**config.mk**
```make
export PLATFORM = sky130hd
export DESIGN_NAME = int_mult_sched
export DESIGN_NICKNAME = d
export VERILOG_FILES = /design/src/rtl/int_mult_sched.sv
export SDC_FILE = /design/constraint.sdc
export NUM_CORES = 1
export LEC_CHECK = 0
export CORE_AREA = 2 2 255 257
export DETAILED_ROUTE_END_ITERATION = 10
export DIE_AREA = 0 0 257 259
export PLACE_DENSITY = 0.58
export REMOVE_ABC_BUFFERS = 1
export SETUP_SLACK_MARGIN = 0.5
export SLEW_MARGIN = 20
export SYNTH_ARGS = -nofsm -noshare
export SYNTH_HDL_FRONTEND = slang
export SYNTH_SLANG_ARGS = --single-unit
```
**constraint.sdc**
```tcl
create_clock -name clk_i -period 34.9 [get_ports clk_i]
set_input_delay 5.235 -clock clk_i [delete_from_list [all_inputs] [get_ports clk_i]]
set_output_delay 5.235 -clock clk_i [all_outputs]
set_load 0.01 [all_outputs]
```
**src/rtl/int_mult_sched.sv**
```systemverilog
// Round-robin scheduler sharing one pipelined multiplier between NUM_REQ requesters; grant to rsp_valid is MULT_LATENCY+2 cycles.
// One outstanding op per requester; a stalled response blocks only its own requester.
module int_mult_sched #(
  parameter int DATA_WIDTH   = 32,
  parameter int NUM_REQ      = 4,
  parameter int MULT_LATENCY = 5
) (
  input  logic                              clk_i,
  input  logic                              rst_i,
  input  logic [NUM_REQ-1:0]                req_valid_i,
  output logic [NUM_REQ-1:0]                req_ready_o,
  input  logic [NUM_REQ*DATA_WIDTH-1:0]     req_a_i,
  input  logic [NUM_REQ*DATA_WIDTH-1:0]     req_b_i,
  output logic [NUM_REQ-1:0]                rsp_valid_o,
  input  logic [NUM_REQ-1:0]                rsp_ready_i,
  output logic [NUM_REQ*2*DATA_WIDTH-1:0]   rsp_data_o,
  output logic                              mult_issue_o,
  output logic [DATA_WIDTH-1:0]             mult_plier_o,
  output logic [DATA_WIDTH-1:0]             mult_cand_o,
  input  logic [2*DATA_WIDTH-1:0]           mult_result_i,
  output logic                              busy_o
);

  localparam int IDW = $clog2(NUM_REQ);
  localparam int PW  = 2 * DATA_WIDTH;

  logic [NUM_REQ-1:0][DATA_WIDTH-1:0] a_arr, b_arr;

  logic [IDW-1:0]     ptr_q, ptr_d;
  logic [NUM_REQ-1:0] out_q, out_d;
  logic [NUM_REQ-1:0] eligible, grant_oh, rsp_fire;
  logic               grant_vld;
  logic [IDW-1:0]     grant_id, scan_idx;

  logic                  mult_issue_q;
  logic [DATA_WIDTH-1:0] plier_q, cand_q;
  logic [IDW-1:0]        issue_id_q;

  logic [MULT_LATENCY-1:0]          trk_vld_q, trk_vld_d;
  logic [MULT_LATENCY-1:0][IDW-1:0] trk_id_q, trk_id_d;
  logic                             tail_vld;
  logic [IDW-1:0]                   tail_id;

  logic [NUM_REQ-1:0]          rsp_valid_q, rsp_valid_d;
  logic [NUM_REQ-1:0][PW-1:0]  rsp_data_q, rsp_data_d;

  assign a_arr = req_a_i;
  assign b_arr = req_b_i;

  // Scan from the pointer; first eligible requester wins.
  always_comb begin
    eligible  = req_valid_i & ~out_q;
    grant_vld = 1'b0;
    grant_id  = '0;
    scan_idx  = '0;
    for (int k = 0; k < NUM_REQ; k++) begin
      scan_idx = IDW'((int'(ptr_q) + k) % NUM_REQ);
      if (!grant_vld && eligible[scan_idx]) begin
        grant_vld = 1'b1;
        grant_id  = scan_idx;
      end
    end
    grant_oh = '0;
    if (grant_vld && !rst_i) grant_oh[grant_id] = 1'b1;
  end

  always_comb begin
    ptr_d = ptr_q;
    if (grant_vld) begin
      if (grant_id == IDW'(NUM_REQ - 1)) ptr_d = '0;
      else                               ptr_d = grant_id + IDW'(1);
    end
  end

  assign rsp_fire = rsp_valid_q & rsp_ready_i;
  assign out_d    = (out_q & ~rsp_fire) | grant_oh;

  always_comb begin
    trk_vld_d    = '0;
    trk_id_d     = '0;
    trk_vld_d[0] = mult_issue_q;
    trk_id_d[0]  = issue_id_q;
    for (int i = 1; i < MULT_LATENCY; i++) begin
      trk_vld_d[i] = trk_vld_q[i-1];
      trk_id_d[i]  = trk_id_q[i-1];
    end
  end

  assign tail_vld = trk_vld_q[MULT_LATENCY-1];
  assign tail_id  = trk_id_q[MULT_LATENCY-1];

  // A requester's slot is always empty when its result lands, so capture never collides with a pending response.
  always_comb begin
    rsp_valid_d = rsp_valid_q & ~rsp_fire;
    rsp_data_d  = rsp_data_q;
    if (tail_vld) begin
      rsp_valid_d[tail_id] = 1'b1;
      rsp_data_d[tail_id]  = mult_result_i;
    end
  end

  always_ff @(posedge clk_i or posedge rst_i) begin
    if (rst_i) begin
      ptr_q        <= '0;
      out_q        <= '0;
      mult_issue_q <= 1'b0;
      plier_q      <= '0;
      cand_q       <= '0;
      issue_id_q   <= '0;
      trk_vld_q    <= '0;
      trk_id_q     <= '0;
      rsp_valid_q  <= '0;
      rsp_data_q   <= '0;
    end else begin
      ptr_q        <= ptr_d;
      out_q        <= out_d;
      mult_issue_q <= grant_vld;
      if (grant_vld) begin
        plier_q    <= a_arr[grant_id];
        cand_q     <= b_arr[grant_id];
        issue_id_q <= grant_id;
      end
      trk_vld_q    <= trk_vld_d;
      trk_id_q     <= trk_id_d;
      rsp_valid_q  <= rsp_valid_d;
      rsp_data_q   <= rsp_data_d;
    end
  end

  assign req_ready_o  = grant_oh;
  assign rsp_valid_o  = rsp_valid_q;
  assign rsp_data_o   = rsp_data_q;
  assign mult_issue_o = mult_issue_q;
  assign mult_plier_o = plier_q;
  assign mult_cand_o  = cand_q;
  assign busy_o       = |out_q;

endmodule

```
==> flow_metrics.env, run 1 <==
export IMPL_hold_ws_ps=347
export IMPL_detail_route_wl_per_cell_um=21.0
export IMPL_commonest_non_fill_non_tap_cells_in_the_layout="sky130_fd_sc_hd__clkdlybuf4s50_1, sky130_fd_sc_hd__dfrtp_1, sky130_fd_sc_hd__mux2_2, sky130_fd_sc_hd__mux2i_1, sky130_fd_sc_hd__nor2_1"
export IMPL_max_vdd_ir_drop_mv=0.0498
export IMPL_max_stage_delay_ps=550
export IMPL_clk_transition_reported_paths_ps=60
export IMPL_worstHoldPathType="reg -> reg"
export IMPL_detailroute_via_count=10900
export IMPL_die_area_sq_mm=0.0666
export IMPL_drt_first_pass_iters=4
export IMPL_tritoncts="yes"
export IMPL_grt_overflow=0
export IMPL_worstMarginPinSlew_ps=1140
export IMPL_hold_bufs_inserted_after_cts=0
export IMPL_io_pins=660
export IMPL_finalCriticalPeriod_ps=13140
export IMPL_drive_gt1_frac=0.248
export IMPL_postCtsResizedCells=0
export IMPL_io_buffers=659
export IMPL_critical_path_startpoint_type="input port"
export IMPL_timing_final_max_slew_violations=0
export IMPL_largest_net_degree_at_the_start_of_global_routing=104
export IMPL_mostFrequentLayoutCell="sky130_fd_sc_hd__clkdlybuf4s50_1"
export IMPL_critical_path_peak_fanout=31
export IMPL_post_synth_inst_count=984
export IMPL_pwr_density_cell_mw_per_mm2=99.1
export IMPL_finalHoldViolations=0
export IMPL_detail_route_wirelength_mm=53.2
export IMPL_design_final_nets=1971
export IMPL_tritoncts_num_sinks=348
export IMPL_hpwl_mm=40.4
export IMPL_status="completed"
export IMPL_aggregate_global_route_resource_usage=0.155
export IMPL_critPathBufInv=3
export IMPL_reg2reg_from="out_q[2]$_DFF_PP0_"
export IMPL_cts_htree_levels=2
export IMPL_worst_path_dominant_cell_family="buffers and inverters"
export IMPL_synth_seq_area_share=0.586
export IMPL_detail_route_iter0_violations=388
export IMPL_grt_antenna_before_repair=12
export IMPL_worst_path_class_setup="in -> out"
export IMPL_start_util=0.233
export IMPL_headroom_to_the_max_slew_limit=0.240
export IMPL_buffers_inserted_by_post_cts_timing_repair=0
export IMPL_static_leakage_power_nw=9.81
export IMPL_synth_lib_cells_used_distinct=41
export IMPL_fin_crit_sh=0.376
export IMPL_setup_viol_count_final=0
export IMPL_fp_row_count=93
export IMPL_grt_pass1_wl_mm=77.4
export IMPL_timing_max_cap_violations=0
export IMPL_drc=0
export IMPL_grt_pass1_vias=11600
export IMPL_chipWidth_um=257
export IMPL_synthesis_yosys_warnings=0
export IMPL_area_delta_synth_final_pct=59.3
export IMPL_core_outline_area_sq_mm=0.0639
export IMPL_crit_required_ps=29660
export IMPL_number_of_buffers_on_the_longest_clock_path=3
export IMPL_synth_top_area_frac=0.586
export IMPL_synth_seq_cells=348
export IMPL_post_synthesis_cell_area_sq_mm=0.0149
export IMPL_worstPathCellList="clkdlybuf4s50_1 -> nor2b_2 -> o32a_4 -> nand3_4 -> inv_2 -> ha_1 -> and3_1 -> clkdlybuf4s50_1"
export IMPL_rsz0062_at_grt="no"
export IMPL_critPathArrivalTime_ps=7900
export IMPL_synth_largest_area_cell="sky130_fd_sc_hd__dfrtp_1"
export IMPL_hold_path_startpoint="trk_id_d[5]$_DFF_PP0_"
export IMPL_die_height_um=259
export IMPL_avgViaCountPerCell=4.32
export IMPL_slowest_stage="sky130_fd_sc_hd__clkdlybuf4s50_1"
export IMPL_max_clock_freq_mhz=76.1
export IMPL_setup_total_negative_slack_ps=0
export IMPL_cts_root_buf="sky130_fd_sc_hd__clkbuf_16"
export IMPL_finalClockSkew_ps=27.3
export IMPL_critical_path_top_cell_by_count="sky130_fd_sc_hd__clkdlybuf4s50_1"
export IMPL_avgSynthCellArea_sq_um=15.1
export IMPL_endpoint_kind="output port"
export IMPL_gp_congestion=0.835
export IMPL_antenna_violating_nets_post_route=0
export IMPL_setup_worst_path_start="req_valid_i[1]"
export IMPL_clk_latency_ps=560
export IMPL_final_util=0.371
export IMPL_numCtsBuffers=41
export IMPL_synth_area_leaders="sky130_fd_sc_hd__dfrtp_1, sky130_fd_sc_hd__mux2_2, sky130_fd_sc_hd__mux2i_1"
metrics by stage:
stage	power, W	setup WS, ps	cells	area [sq um]
floorplan	0.00135	16070	921	14500
global placement	0.00192	21800	2451	22300
detailed placement	0.00194	21740	2451	22300
CTS	0.00239	21740	2523	23700
global route	0.00248	21620	2526	23700
finish	0.00235	21760	2532	23700
metal layers:
metal / part of all wire / routed length (um) / global-route usage / vias to the layer above
met1: 0.36 / 19400 / 0.165 / 5463
met5: 0.00083 / 44 / 0 / -
met2: 0.53 / 28100 / 0.288 / 460
li1: - / - / - / 4918
met3: 0.074 / 3970 / 0.0485 / 83
met4: 0.032 / 1680 / 0.0539 / 6
cells in the mapped netlist (all sizes together):
| cell type | count |
|---|---|
| a211oi | 1 |
| a21o | 5 |
| a21oi | 1 |
| a221oi | 64 |
| a2bb2oi | 1 |
| and3 | 2 |
| and4 | 1 |
| buf | 44 |
| clkbuf | 19 |
| dfrtp | 348 |
| ha | 2 |
| inv | 8 |
| mux2 | 256 |
| mux2i | 128 |
| nand2 | 13 |
| nand2b | 4 |
| nand3 | 3 |
| nand3b | 2 |
| nor2 | 64 |
| nor2b | 4 |
| nor3b | 1 |
| nor4 | 2 |
| o211ai | 1 |
| o21a | 1 |
| o21ai | 5 |
| o22a | 1 |
| o31ai | 1 |
| o32a | 1 |
| or4 | 1 |
report_power, final:
group	switching (W)	internal (W)	leakage, nW
combinational	0.000513	0.000670	5.12
clock	0.000174	0.000260	0.664
sequential	0.000114	0.000616	4.03
cell type report:
type	instances	area (sq um)
clock buffers	55	1180
clock inverters	17	181
well taps	855	1070
repair buffers	675	6720
inverters	8	37.5
diodes	9	22.5
multi-input cells	565	5770
flip-flops and latches	348	8710
fillers	6087	40200
worst paths after layout:
| check | to | slack (ps) | cells past startpoint |
|---|---|---|---|
| max | req_ready_o[1] | 21760 | 8 |
| min | trk_id_d[7]$_DFF_PP0_ | 350 | 0 |
| max reg2reg | mult_cand_o[18]$_DFFE_PP0P_ | 31090 | 7 |
| min reg2reg | trk_id_d[7]$_DFF_PP0_ | 350 | 0 |
| max in group asynchronous | rsp_data_o[53]$_DFFE_PP0P_ | 27300 | 4 |
| min in group asynchronous | out_q[3]$_DFF_PP0_ | 5260 | 2 |
flip-flops by register name (all words and copies together) (netlist names):
register and cells:
mult_issue_o 1, out_q 4, trk_vld_q 5, trk_id_d 8
mult_plier_o 32, rsp_valid_o 4, mult_cand_o 32, tail_id 2
issue_id_q 2, rsp_data_o 256, ptr_q 2
kinds of logic (layout without fill, tap and decap cells):
family | Yosys count | in the layout | share of synthesized area
buffers and inverters | 71 | 755 | 0.0289
and+or+nand+nor | 97 | 97 | 0.0312
muxes | 384 | 384 | 0.280
AOI/OAI and AO/OA | 82 | 82 | 0.0726
DFF | 348 | 348 | 0.586
other | 0 | 9 | 0
adders and majority gates | 2 | 2 | 0.00168
No activity file was read; power rests on OpenSTA's default activity.
==> run 2, diff against run 1 <==
- clock period: 34.9 -> 12.85 ns (I/O delays scaled with it)
==> run 2 against run 1 <==
Combinational power grew to 2.7 times the previous value. Count of clock-buffer cells in the layout increased by 5. Critical path type unchanged. Hold slack lost 3.7 ps. Sequential power rose to 2.7 times the previous value. Utilization barely moved. Largest power group unchanged. Wire length is 3.1% higher. Clock power rose to 2.7 times the previous value.
==> flow_metrics.env, run 2 (synthesis results as in run 1) <==
export IMPL_status="completed"
export IMPL_max_vdd_ir_drop_mv=0.109
export IMPL_pwr_density_cell_mw_per_mm2=270
export IMPL_io_buffers=659
export IMPL_r2r_cells=7
export IMPL_number_of_buffers_on_the_longest_clock_path=3
export IMPL_timing_final_max_slew_violations=0
export IMPL_critical_path_top_cell_by_count="sky130_fd_sc_hd__clkdlybuf4s50_1"
export IMPL_power_w=0.00639
export IMPL_fp_row_count=93
export IMPL_setup_total_negative_slack_ps=0
export IMPL_slowest_stage="sky130_fd_sc_hd__buf_4"
export IMPL_core_outline_area_sq_mm=0.0639
export IMPL_worst_path_class_setup="in -> out"
export IMPL_grt_antenna_before_repair=14
export IMPL_chipWidth_um=257
export IMPL_tritoncts="yes"
export IMPL_clk_transition_reported_paths_ps=60
export IMPL_worstPathCellList="clkdlybuf4s50_1 -> inv_8 -> buf_4 -> and4_1 -> clkdlybuf4s50_1"
export IMPL_critical_path_peak_fanout=121
export IMPL_critPathArrivalTime_ps=4930
export IMPL_max_stage_delay_ps=770
export IMPL_grt_pass1_vias=11900
export IMPL_worstMarginPinSlew_ps=1010
export IMPL_io_pins=660
export IMPL_fin_crit_sh=0.534
export IMPL_max_clock_freq_mhz=146
export IMPL_static_leakage_power_nw=9.83
export IMPL_path_depth=5
export IMPL_drc=0
export IMPL_hold_bufs_inserted_after_cts=0
export IMPL_grt_overflow=0
export IMPL_drive_gt1_frac=0.247
export IMPL_largest_net_degree_at_the_start_of_global_routing=122
export IMPL_hpwl_mm=41.5
export IMPL_headroom_to_the_max_slew_limit=0.324
export IMPL_mostFrequentLayoutCell="sky130_fd_sc_hd__clkdlybuf4s50_1"
export IMPL_cts_root_buf="sky130_fd_sc_hd__clkbuf_16"
export IMPL_numCtsBuffers=41
export IMPL_detailroute_via_count=11000
export IMPL_rsz0062_at_grt="no"
export IMPL_grt_pass1_wl_mm=80.1
export IMPL_drt_first_pass_iters=4
export IMPL_tritoncts_num_sinks=348
export IMPL_finalHoldViolations=0
export IMPL_worst_path_dominant_cell_family="buffers and inverters"
export IMPL_gp_congestion=0.835
export IMPL_detail_route_wirelength_mm=54.9
export IMPL_detail_route_iter0_violations=529
export IMPL_crit_required_ps=10920
export IMPL_critPathBufInv=4
export IMPL_hold_path_cell_count=0
export IMPL_endpoint_kind="output port"
export IMPL_worstHoldPathType="reg -> reg"
export IMPL_start_util=0.233
export IMPL_design_final_nets=1971
export IMPL_die_height_um=259
export IMPL_commonest_non_fill_non_tap_cells_in_the_layout="sky130_fd_sc_hd__clkdlybuf4s50_1, sky130_fd_sc_hd__dfrtp_1, sky130_fd_sc_hd__mux2_2, sky130_fd_sc_hd__mux2i_1, sky130_fd_sc_hd__nor2_1"
export IMPL_clk_latency_ps=550
export IMPL_avgViaCountPerCell=4.36
export IMPL_cts_htree_levels=2
export IMPL_number_of_filler_instances_in_the_final_layout=6062
export IMPL_timing_max_cap_violations=0
export IMPL_die_area_sq_mm=0.0666
export IMPL_buffers_inserted_by_post_cts_timing_repair=0
export IMPL_critical_path_startpoint_type="input port"
export IMPL_area_delta_synth_final_pct=59.4
export IMPL_finalClockSkew_ps=15.6
export IMPL_detail_route_wl_per_cell_um=21.7
export IMPL_setup_viol_count_final=0
export IMPL_largest_reg_flops=256
export IMPL_finalCriticalPeriod_ps=6860
export IMPL_antenna_violating_nets_post_route=0
export IMPL_postCtsResizedCells=0
export IMPL_aggregate_global_route_resource_usage=0.160
[run 2: worst paths after layout]
path / start / to / slack [ps]
min reg2reg: trk_id_d[3]$_DFF_PP0_ / trk_id_d[5]$_DFF_PP0_ / 340
max: rst_i / req_ready_o[2] / 5990
min in group asynchronous: rst_i / out_q[1]$_DFF_PP0_ / 2000
min: trk_id_d[3]$_DFF_PP0_ / trk_id_d[5]$_DFF_PP0_ / 340
max reg2reg: out_q[2]$_DFF_PP0_ / mult_plier_o[16]$_DFFE_PP0P_ / 9110
max in group asynchronous: rst_i / rsp_data_o[198]$_DFFE_PP0P_ / 8080
[run 2: layout make-up]
type                       instances  area, sq um  area share
timing repair buffer             675         6720       0.283
clock inverter                    12          144     0.00607
tap                              855         1070      0.0451
sequential                       348         8710       0.367
multi-input combinational        565         5770       0.243
inverter                           8         37.5     0.00158
clock buffer                      60         1240      0.0523
antenna                            8         20.0    0.000844
[run 2: metal layers]
metal / up-vias / wire (um) / GRT usage
met5: - / 27 / 0
met4: 4 / 1630 / 0.0502
met3: 72 / 3890 / 0.0484
met2: 449 / 29100 / 0.299
met1: 5583 / 20200 / 0.172
li1: 4916 / - / -
[run 2: report_power, final]
group / switching (W) / internal [W]
Combinational: 0.00139 / 0.00182
Clock: 0.000462 / 0.000727
Sequential: 0.000319 / 0.00167
Total: 0.00217 / 0.00422
[run 2: metrics by stage]
step	instance area, sq um	instances	hold WS [ps]	setup slack (ps)	utilization
floorplan	14500	921	331	634	-
global placement	22300	2451	334	5900	0.349
detailed placement	22300	2451	337	5880	0.349
CTS	23700	2523	346	5880	0.371
global route	23700	2526	348	5730	0.371
finish	23700	2531	343	5990	0.371
